`config.mk`:
```
export PLATFORM = sky130hd
export DESIGN_NAME = reqrsp_demux_ordered
export DESIGN_NICKNAME = d
export VERILOG_FILES = /design/src/rtl/reqrsp_demux_ordered.sv
export SDC_FILE = /design/constraint.sdc
export NUM_CORES = 1
export LEC_CHECK = 0
export ABC_AREA = 1
export CORE_AREA = 2 2 124 126
export CTS_CLUSTER_DIAMETER = 60
export CTS_CLUSTER_SIZE = 10
export DETAILED_ROUTE_END_ITERATION = 8
export DIE_AREA = 0 0 126 128
export PLACE_DENSITY = 0.68
export SYNTH_ARGS = -nofsm -noshare
export SYNTH_HDL_FRONTEND = slang
export SYNTH_SLANG_ARGS = --single-unit
```
`constraint.sdc`:
```
create_clock -name clk_i -period 7.1 [get_ports clk_i]
set_clock_uncertainty 0.2 [all_clocks]
set_input_delay 1.42 -clock clk_i [delete_from_list [all_inputs] [get_ports clk_i]]
set_output_delay 1.42 -clock clk_i [all_outputs]
set_load 0.005 [all_outputs]
```
`src/rtl/reqrsp_demux_ordered.sv`:
```
// Splits one reqrsp slave port into NrPorts master ports by a per-request select.
// Responses are returned strictly in request order through a routing FIFO.
package reqrsp_demux_ordered_pkg;
    typedef struct packed {
        logic [31:0] addr;
        logic        write;
        logic [31:0] data;
        logic [3:0]  strb;
    } q_t;

    typedef struct packed {
        logic [31:0] data;
        logic        error;
    } p_t;

    typedef struct packed {
        logic q_valid;
        q_t   q;
        logic p_ready;
    } req_t;

    typedef struct packed {
        logic q_ready;
        logic p_valid;
        p_t   p;
    } rsp_t;
endpackage

module reqrsp_demux_ordered #(
    parameter int unsigned NrPorts   = 2,
    parameter int unsigned AddrWidth = 0,
    parameter int unsigned DataWidth = 0,
    parameter type         req_t     = reqrsp_demux_ordered_pkg::req_t,
    parameter type         rsp_t     = reqrsp_demux_ordered_pkg::rsp_t,
    parameter int unsigned RespDepth = 8,
    parameter int unsigned SelWidth  = (NrPorts > 1) ? $clog2(NrPorts) : 1
) (
    input  logic                       clk_i,
    input  logic                       rst_i,
    input  logic [SelWidth-1:0]        slv_select_i,
    input  req_t                       slv_req_i,
    output rsp_t                       slv_rsp_o,
    output req_t [NrPorts-1:0]         mst_req_o,
    input  rsp_t [NrPorts-1:0]         mst_rsp_i
);
    localparam int unsigned CntWidth = $clog2(RespDepth + 1);
    localparam int unsigned PtrWidth = (RespDepth > 1) ? $clog2(RespDepth) : 1;

    logic [CntWidth-1:0] cnt_q, cnt_d;
    logic [SelWidth-1:0] sel_idx, head_idx;
    logic                sel_ok, full, empty, push, pop;
    logic                sel_q_ready, q_ready, p_valid;
    rsp_t                head_rsp;

    assign full  = (cnt_q == CntWidth'(RespDepth));
    assign empty = (cnt_q == '0);

    // A full FIFO blocks acceptance even when a pop is pending this cycle.
    assign q_ready = sel_q_ready & ~full & sel_ok & ~rst_i;
    assign p_valid = head_rsp.p_valid & ~empty & ~rst_i;
    assign push    = slv_req_i.q_valid & q_ready;
    assign pop     = p_valid & slv_req_i.p_ready;

    always_comb begin
        sel_q_ready = 1'b0;
        head_rsp    = '0;
        for (int i = 0; i < NrPorts; i++) begin
            if (sel_idx == SelWidth'(i)) sel_q_ready = mst_rsp_i[i].q_ready;
            if (head_idx == SelWidth'(i)) head_rsp = mst_rsp_i[i];
        end
    end

    always_comb begin
        for (int i = 0; i < NrPorts; i++) begin
            mst_req_o[i]         = '0;
            mst_req_o[i].q       = slv_req_i.q;
            mst_req_o[i].q_valid = slv_req_i.q_valid & ~full & sel_ok & ~rst_i
                                   & (sel_idx == SelWidth'(i));
            mst_req_o[i].p_ready = slv_req_i.p_ready & ~empty & ~rst_i
                                   & (head_idx == SelWidth'(i));
        end
    end

    always_comb begin
        slv_rsp_o         = '0;
        slv_rsp_o.q_ready = q_ready;
        slv_rsp_o.p_valid = p_valid;
        slv_rsp_o.p       = head_rsp.p;
    end

    always_comb cnt_d = cnt_q + CntWidth'(push) - CntWidth'(pop);

    always_ff @(posedge clk_i or posedge rst_i) begin
        if (rst_i) cnt_q <= '0;
        else       cnt_q <= cnt_d;
    end

    if (NrPorts > 1) begin : g_route
        logic [SelWidth-1:0] fifo_q [RespDepth];
        logic [PtrWidth-1:0] wptr_q, wptr_d, rptr_q, rptr_d;

        assign sel_ok   = (32'(slv_select_i) < NrPorts);
        assign sel_idx  = slv_select_i;
        assign head_idx = fifo_q[rptr_q];

        // Explicit wrap so non-power-of-two depths stay in range.
        always_comb begin
            wptr_d = wptr_q;
            rptr_d = rptr_q;
            if (push) wptr_d = (wptr_q == PtrWidth'(RespDepth - 1)) ? '0 : wptr_q + PtrWidth'(1);
            if (pop)  rptr_d = (rptr_q == PtrWidth'(RespDepth - 1)) ? '0 : rptr_q + PtrWidth'(1);
        end

        always_ff @(posedge clk_i or posedge rst_i) begin
            if (rst_i) begin
                wptr_q <= '0;
                rptr_q <= '0;
            end else begin
                wptr_q <= wptr_d;
                rptr_q <= rptr_d;
            end
        end

        always_ff @(posedge clk_i) begin
            if (push) fifo_q[wptr_q] <= slv_select_i;
        end
    end else begin : g_single
        // Single target: only the outstanding count matters.
        logic unused_sel;
        assign unused_sel = ^slv_select_i;
        assign sel_ok     = 1'b1;
        assign sel_idx    = '0;
        assign head_idx   = '0;
    end

`ifndef SYNTHESIS
    always @(posedge clk_i) begin
        if (!rst_i) begin
            assert (!(slv_req_i.q_valid && !sel_ok))
                else $error("reqrsp_demux_ordered: select %0d out of range", slv_select_i);
            assert ($bits(slv_req_i.q) >= AddrWidth + DataWidth + DataWidth / 8)
                else $error("reqrsp_demux_ordered: request payload narrower than Addr/DataWidth");
        end
    end
`endif
endmodule
```
==> flow_summary.rst, run 1 <==
.. list-table::
   :header-rows: 1

   * - Metric
     - Value
   * - Run status
     - finished clean
   * - Cells taking the most area after synthesis
     - sky130_fd_sc_hd__buf_4, sky130_fd_sc_hd__nand2_1, sky130_fd_sc_hd__dfrtp_1, sky130_fd_sc_hd__edfxtp_1, sky130_fd_sc_hd__ha_1
   * - Via count of the first global-routing pass
     - 2014
   * - Number of levels the H-tree was split into
     - 1
   * - Number of inserted diodes
     - 0
   * - Int Power
     - 567 uW
   * - Detailed-route DRC error count
     - 0
   * - TritonCTS sink count
     - 18
   * - Detailed-route vias per instance
     - between 3 and 4
   * - Yosys warns
     - 0
   * - CP bufs+invs
     - 3
   * - Resize count post-CTS
     - 0
   * - Headroom to the max-slew limit
     - 0.673
   * - Remaining antenna violation count after routing
     - 0
   * - CTS clock-pin slew for the worst setup and hold paths
     - approximately 0.050 ns
   * - Net Count, Synth
     - 531
   * - Final clock period utilization by the worst path
     - 0.670
   * - I/O Pins
     - 321
   * - Min-Delay Path Class
     - flip-flop to flip-flop
   * - Area of the mapped netlist
     - 2600 um2
   * - Global-route wire length before repair
     - 13100 um
   * - Number of register bits inferred by synthesis
     - 18
   * - Sequential-to-total area share from yosys stat
     - 0.188
   * - Postcts setup bufs
     - 0
   * - Unique cell type count in the Yosys netlist
     - 23
   * - Power share of the sequential group
     - 0.157
   * - Final Net Count
     - 503
   * - Total Wirelength
     - roughly 9600 um
   * - Switching part of the total
     - 0.466
   * - Number of fillers in the final layout
     - 1660
   * - Unrepaired setup endpoints after global routing
     - no
   * - Family with the most delay on the worst path
     - buffers and inverters
   * - Clock latency on the worst-skew pair
     - 0.25 ns
   * - Critical path arrival
     - 3.13 ns
   * - Detailed-placement wirelength estimate
     - 8250 um
   * - Core region area
     - between 10000 and 15000 um2
   * - Utilization after layout
     - 0.198
   * - Number of buffers created by CTS
     - 3
   * - TritonCTS clock tree
     - done
   * - Critical Path Start Type
     - input pin
   * - Root buffer selected by CTS
     - sky130_fd_sc_hd__clkbuf_16
   * - PortBufs
     - 113
   * - Number of antenna violations at the first check in global routing
     - 0
   * - First-pass detailed-route iteration total
     - 4
   * - FF/Latch Area
     - 490 um2
   * - Die area
     - 16100 um2
   * - Die boundary width
     - 126 um
   * - Ordered cell list for the critical path
     - clkdlybuf4s50_1, inv_1, nand3_1, nor2_2, clkdlybuf4s50_1
   * - Share of the synthesized area in the top cell type
     - 0.413
   * - Global placement routability congestion
     - 0.711
   * - Worst setup path class
     - input pin to primary output
   * - Starting utilization of the core area
     - 0.175
   * - Areal power density over the cells
     - 361 nW/um2
   * - Least setup slack across all paths after layout
     - 2.35 ns
   * - Pin count of the biggest net entering global routing
     - 38
   * - Slew of the pin with the lowest slew margin
     - 0.488 ns
   * - Die Height
     - 128 um
   * - Number of buffers inserted by hold repair at cts
     - 0
   * - Most repeated library cell on the critical path
     - sky130_fd_sc_hd__clkdlybuf4s50_1
   * - Via count of the routed design
     - 1934
   * - Maximum resistive drop on vdd
     - ~0.00014 V
   * - Crit path capture type
     - primary output
   * - Max-cap violation count
     - 0
   * - Wirelength per Cell
     - between 15 and 20 um
   * - Grt total ovfl
     - 0
   * - Post-placement worst setup slack
     - 2.28 ns
   * - Count of endpoints failing hold in the final timing report
     - 0
   * - Clock period minus worst slack
     - 4.75 ns
   * - Leak Pwr
     - 0.00135 uW
   * - Standard cell with the maximum stage delay on the critical path
     - sky130_fd_sc_hd__clkdlybuf4s50_1
   * - Fraction of final layout cells with drive strength greater than 1
     - 0.0576
   * - Crit-path max cell delay
     - 0.55 ns
   * - Gate count after technology mapping
     - 376
   * - Achievable Freq
     - 210 MHz
   * - Number of DRC markers after the initial detailed-route iteration
     - 33
   * - Final Max Slew Viols
     - 0
   * - Logic pwr share
     - 0.727
   * - Maximum buffer depth of the clock tree
     - 2
   * - Number of rows in the core area
     - 45
   * - Number of failing setup endpoints in the final timing report
     - 0
   * - Avg Synthesized Cell Area
     - just under 7 um2
   * - Area of combinational cells with multiple inputs
     - 875 um2
   * - Overall track demand over capacity in global routing
     - 0.113
   * - Clock power share
     - 0.116
   * - Area grow syn2layout
     - 13.0%
   * - Data required time of the critical path
     - 5.48 ns
   * - Area leader, netlist
     - sky130_fd_sc_hd__buf_4
   * - Sum of negative setup slack
     - 0 ns
   * - Sw Pwr
     - slightly below 500 uW
   * - Worst-path fanout max
     - 12
[through the flow]
stage | cells | total power [uW] | hold WS, ns | instance area (um2)
2_1_floorplan | 376 | 607 | 0.302 | 2600
3_3_place_gp | 531 | 961 | 0.319 | 2850
3_5_place_dp | 531 | 958 | 0.327 | 2850
4_1_cts | 535 | 1090 | 0.341 | 2940
5_1_grt | 535 | 1180 | 0.383 | 2940
6_report | 535 | 1060 | 0.338 | 2940
[cells in the final DEF (no fill, tap or decap), drive strengths merged]
| cell | count |
|---|---|
| a21oi | 1 |
| nand3 | 16 |
| ha | 10 |
| clkdlybuf4s50 | 113 |
| nor3b | 1 |
| edfxtp | 8 |
| fa | 1 |
| dfrtp | 10 |
| nand2 | 128 |
| xnor2 | 2 |
| inv | 31 |
| mux2i | 1 |
| clkbuf | 4 |
| nor3 | 1 |
| o21ai | 3 |
| nor2 | 17 |
[cell type report]
class | instances | share of cell area
timing repair buffer | 113 | 0.385
multi-input combinational | 181 | 0.297
sequential | 18 | 0.167
tap | 188 | 0.0800
inverter | 31 | 0.0413
clock buffer | 4 | 0.0302
[registers in the layout, indices dropped and copies added (netlist names)]
| signal | count |
|---|---|
| g_route.rptr_q | 3 |
| g_route.wptr_q | 3 |
| cnt_q | 4 |
| g_route.fifo_q | 8 |
[cell usage after synthesis (all sizes together)]
cell / count
fa: 1
xnor2: 2
mux2i: 1
nor3b: 1
a21oi: 1
dfrtp: 10
ha: 10
edfxtp: 8
inv: 31
buf: 146
nand2: 128
nand3: 16
nor2: 17
o21ai: 3
nor3: 1
[path summary, 6_finish.rpt]
check	start	endpoint	slack, ns	cells past startpoint
min	cnt_q[0]	cnt_q[0]	0.34	1
min reg2reg	cnt_q[0]	cnt_q[0]	0.34	1
max reg2reg	g_route.rptr_q[0]	cnt_q[2]	4.25	14
max in group asynchronous	rst_i	g_route.rptr_q[0]	5.09	2
min in group asynchronous	rst_i	cnt_q[3]	1.32	2
max	rst_i	mst_req_o[0]	2.35	5
[worst register-to-register path, stage by stage, from the launching register on]
cell	delay [ns]
sky130_fd_sc_hd__dfrtp_1	0.46
sky130_fd_sc_hd__inv_2	0.11
sky130_fd_sc_hd__nand2_1	0.05
sky130_fd_sc_hd__nand3_1	0.08
sky130_fd_sc_hd__nand3_2	0.12
sky130_fd_sc_hd__nand2_4	0.36
sky130_fd_sc_hd__nand2_1	0.10
sky130_fd_sc_hd__nand3_1	0.16
sky130_fd_sc_hd__inv_1	0.06
sky130_fd_sc_hd__ha_1	0.26
sky130_fd_sc_hd__inv_1	0.05
sky130_fd_sc_hd__ha_1	0.16
sky130_fd_sc_hd__inv_1	0.06
sky130_fd_sc_hd__fa_1	0.37
sky130_fd_sc_hd__xnor2_1	0.13
[metal layers]
metal	up-vias	global-route usage	part of all wire
li1	935	-	-
met1	763	0.109	0.33
met2	210	0.135	0.34
met3	26	0.162	0.31
met4	0	0.0278	0.019
met5	-	0	0
[kinds of logic (layout without fill, tap and decap cells)]
| group | after synthesis | count (layout) | share of synthesized area |
|---|---|---|---|
| and+or+nand+nor | 163 | 163 | 0.262 |
| xor gates and xnor gates | 2 | 2 | 0.00673 |
| DFF | 18 | 18 | 0.188 |
| adders and majority gates | 11 | 11 | 0.0558 |
| AOI/OAI and AO/OA | 4 | 4 | 0.00769 |
| muxes | 1 | 1 | 0.00385 |
| buffers and inverters | 177 | 148 | 0.475 |
[power by group through the flow]
stage	sequential, uW	combinational (uW)	clock [uW]
detailed placement	169	789	0
finish	167	773	123
global placement	168	793	0
CTS	167	800	125
floorplan	162	445	0
global route	173	877	131
No activity file was read; power rests on OpenSTA's default activity.
==> inputs of run 2 (changes only) <==
==> constraint.sdc (replaced) <==
create_clock -name clk_i -period 4.7 [get_ports clk_i]
set_clock_uncertainty 0.2 [all_clocks]
set_input_delay 0.94 -clock clk_i [delete_from_list [all_inputs] [get_ports clk_i]]
set_output_delay 0.94 -clock clk_i [all_outputs]
set_load 0.005 [all_outputs]
==> flow_summary.rst, run 2 (synthesis results as in run 1) <==
.. list-table::
   :header-rows: 1

   * - Metric
     - Value
   * - Number of fillers in the final layout
     - 1656 (was 1660)
   * - Launch point of the worst hold path
     - cnt_q[0] (unchanged)
   * - Largest register FFs
     - 8 (unchanged)
   * - Number of failing setup endpoints in the final timing report
     - 0 (unchanged)
   * - Run status
     - finished clean (unchanged)
   * - TritonCTS clock tree
     - done (unchanged)
   * - Detailed-route vias per instance
     - 3.67 (was 3.61)
   * - Pin count of the biggest net entering global routing
     - 38 (unchanged)
   * - Global-route wire length before repair
     - 12700 um (was 13100 um)
   * - PortBufs
     - 113 (unchanged)
   * - Clock latency on the worst-skew pair
     - 0.25 ns (about the same)
   * - Detailed-placement wirelength estimate
     - 8250 um (about the same)
   * - Clock power share
     - 0.104 (was 0.116)
   * - Worst-path fanout max
     - 12 (unchanged)
   * - Number of rows in the core area
     - 45 (unchanged)
   * - Starting utilization of the core area
     - 0.175 (unchanged)
   * - I/O Pins
     - 321 (unchanged)
   * - Final hold slack
     - 0.342 ns (was 0.338 ns)
   * - Sw Pwr
     - 754 uW (was 495 uW)
   * - Area grow syn2layout
     - 12.6% (was 13.0%)
   * - Int Power
     - 842 uW (was 567 uW)
   * - Power share of the sequential group
     - 0.159 (was 0.157)
   * - Met3 WL
     - 3170 um (was 2970 um)
   * - Logic pwr share
     - 0.736 (was 0.727)
   * - Register bank with the most flops
     - g_route.fifo_q (unchanged)
   * - Min-Delay Path Class
     - flip-flop to flip-flop (unchanged)
   * - Leak Pwr
     - 0.00135 uW (about the same)
   * - Number of buffers inserted by hold repair at cts
     - 0 (unchanged)
   * - Final clock period utilization by the worst path
     - 0.812
   * - Headroom to the max-slew limit
     - 0.669 (was 0.673)
   * - FF/Latch Area
     - 490 um2 (unchanged)
   * - Worst setup path class
     - input pin to primary output (unchanged)
   * - Highest layer used for signal routing
     - met4 (unchanged)
   * - Via count of the first global-routing pass
     - 1941 (was 2014)
   * - Root buffer selected by CTS
     - sky130_fd_sc_hd__clkbuf_16 (unchanged)
   * - Number of buffers created by CTS
     - 3 (unchanged)
   * - Postcts setup bufs
     - 0 (unchanged)
   * - Number of levels the H-tree was split into
     - 1 (unchanged)
   * - Post-placement worst setup slack
     - 0.834 ns (was 2.28 ns)
   * - Utilization after layout
     - 0.197 (was 0.198)
   * - Slew of the pin with the lowest slew margin
     - 0.495 ns (was 0.488 ns)
   * - Total met2 wirelength after detailed routing
     - 3310 um (was 3300 um)
   * - Critical path arrival
     - 2.68 ns (was 3.13 ns)
   * - Largest registers
     - g_route.fifo_q (8), cnt_q (4) (unchanged)
   * - Number of DRC markers after the initial detailed-route iteration
     - 40 (was 33)
   * - Number of antenna violations at the first check in global routing
     - 0 (unchanged)
   * - Core region area
     - 14900 um2 (unchanged)
   * - Crit path capture type
     - primary output (unchanged)
   * - DRT met1 WL
     - 3060 um (was 3180 um)
   * - Critical Path Start Type
     - input pin (unchanged)
   * - Resize count post-CTS
     - 0 (unchanged)
   * - Fraction of final layout cells with drive strength greater than 1
     - 0.0548 (was 0.0576)
   * - Most common cell after layout, fill and taps aside
     - sky130_fd_sc_hd__nand2_1 (unchanged)
   * - Data required time of the critical path
     - 3.56 ns (was 5.48 ns)
   * - Die area
     - 16100 um2 (unchanged)
   * - Via count of the routed design
     - 1963 (was 1934)
   * - Total Wirelength
     - 9700 um (was 9640 um)
   * - Wirelength per Cell
     - 18.1 um (was 18.0 um)
   * - Remaining antenna violation count after routing
     - 0 (unchanged)
   * - First-pass detailed-route iteration total
     - 4 (unchanged)
   * - Number of inserted diodes
     - 0 (unchanged)
   * - Die Height
     - 128 um (unchanged)
   * - Final Max Slew Viols
     - 0 (unchanged)
   * - Final Net Count
     - 503 (unchanged)
   * - Maximum resistive drop on vdd
     - 0.000284 V (was 0.000135 V)
   * - Overall track demand over capacity in global routing
     - 0.111 (was 0.113)
   * - Grt total ovfl
     - 0 (unchanged)
   * - Global placement routability congestion
     - 0.747 (was 0.711)
   * - Highest-count cells in the layout ignoring fill and taps
     - sky130_fd_sc_hd__nand2_1, sky130_fd_sc_hd__clkdlybuf4s50_1, sky130_fd_sc_hd__inv_1 (unchanged)
   * - Least setup slack across all paths after layout
     - 0.884 ns (was 2.35 ns)
   * - Detailed-route DRC error count
     - 0 (unchanged)
   * - Sum of negative setup slack
     - 0 ns (unchanged)
   * - TritonCTS sink count
     - 18 (unchanged)
   * - Max-cap violation count
     - 0 (unchanged)
   * - CTS clock-pin slew for the worst setup and hold paths
     - 0.05 ns (about the same)
   * - R2R Path Start
     - g_route.rptr_q[0] (unchanged)
   * - Areal power density over the cells
     - 545 nW/um2 (was 361 nW/um2)
   * - Achievable Freq
     - 262 MHz
   * - Count of endpoints failing hold in the final timing report
     - 0 (unchanged)
   * - Die boundary width
     - 126 um (unchanged)
   * - Switching part of the total
     - 0.473 (was 0.466)
   * - Total design power
     - 1600 uW (was 1060 uW)
   * - Clock period minus worst slack
     - 3.82 ns
   * - Area of combinational cells with multiple inputs
     - 875 um2 (unchanged)
   * - Maximum buffer depth of the clock tree
     - 2 (unchanged)
   * - Crit path from
     - rst_i (unchanged)
   * - Unrepaired setup endpoints after global routing
     - no (unchanged)
[run 2: cell count changes in the layout (fill, tap and decap cells not counted)]
cell | previous run | this run
sky130_fd_sc_hd__clkbuf_1 | 0 | 1
sky130_fd_sc_hd__clkbuf_8 | 1 | 0
[run 2: routing by layer]
metal | vias up | track usage
li1 | 934 | -
met1 | 795 | 0.0983
met2 | 211 | 0.131
met3 | 23 | 0.173
met4 | 0 | 0.0278
met5 | - | 0
[run 2: layout make-up]
class / instances / share of cell area
clock buffers: 4 / 0.0269
multi-input cells: 181 / 0.298
flip-flops and latches: 18 / 0.167
repair buffers: 113 / 0.386
well taps: 188 / 0.0802
inverters: 31 / 0.0414
[run 2: metrics by stage]
stage               cells  cell area (um2)
finish                535             2930
global route          535             2930
CTS                   535             2930
detailed placement    531             2850
global placement      531             2850
floorplan             376             2600
[run 2: critical path, stage by stage]
cell and delay [ns]:
sky130_fd_sc_hd__clkdlybuf4s50_1 0.43, sky130_fd_sc_hd__inv_1 0.34, sky130_fd_sc_hd__nand3_1 0.27, sky130_fd_sc_hd__nor2_2 0.15, sky130_fd_sc_hd__clkdlybuf4s50_1 0.55
[run 2: power groups by stage]
stage	Clock, uW	Combinational (uW)	Sequential, uW
final	166	1180	255
after global routing	177	1310	261
after CTS	170	1210	255
after detailed placement	0	1200	257
after global placement	0	1200	256
after floorplan	0	672	245
[run 2: final timing paths]
check / endpoint / slack [ns] / depth (start not counted)
hold reg to reg: cnt_q[0] / 0.34 / 1
max in group asynchronous: g_route.rptr_q[1] / 3.16 / 2
setup / recovery: mst_req_o[0] / 0.88 / 5
setup reg to reg: cnt_q[2] / 1.82 / 14
hold / removal: cnt_q[0] / 0.34 / 1
min in group asynchronous: cnt_q[3] / 0.84 / 2
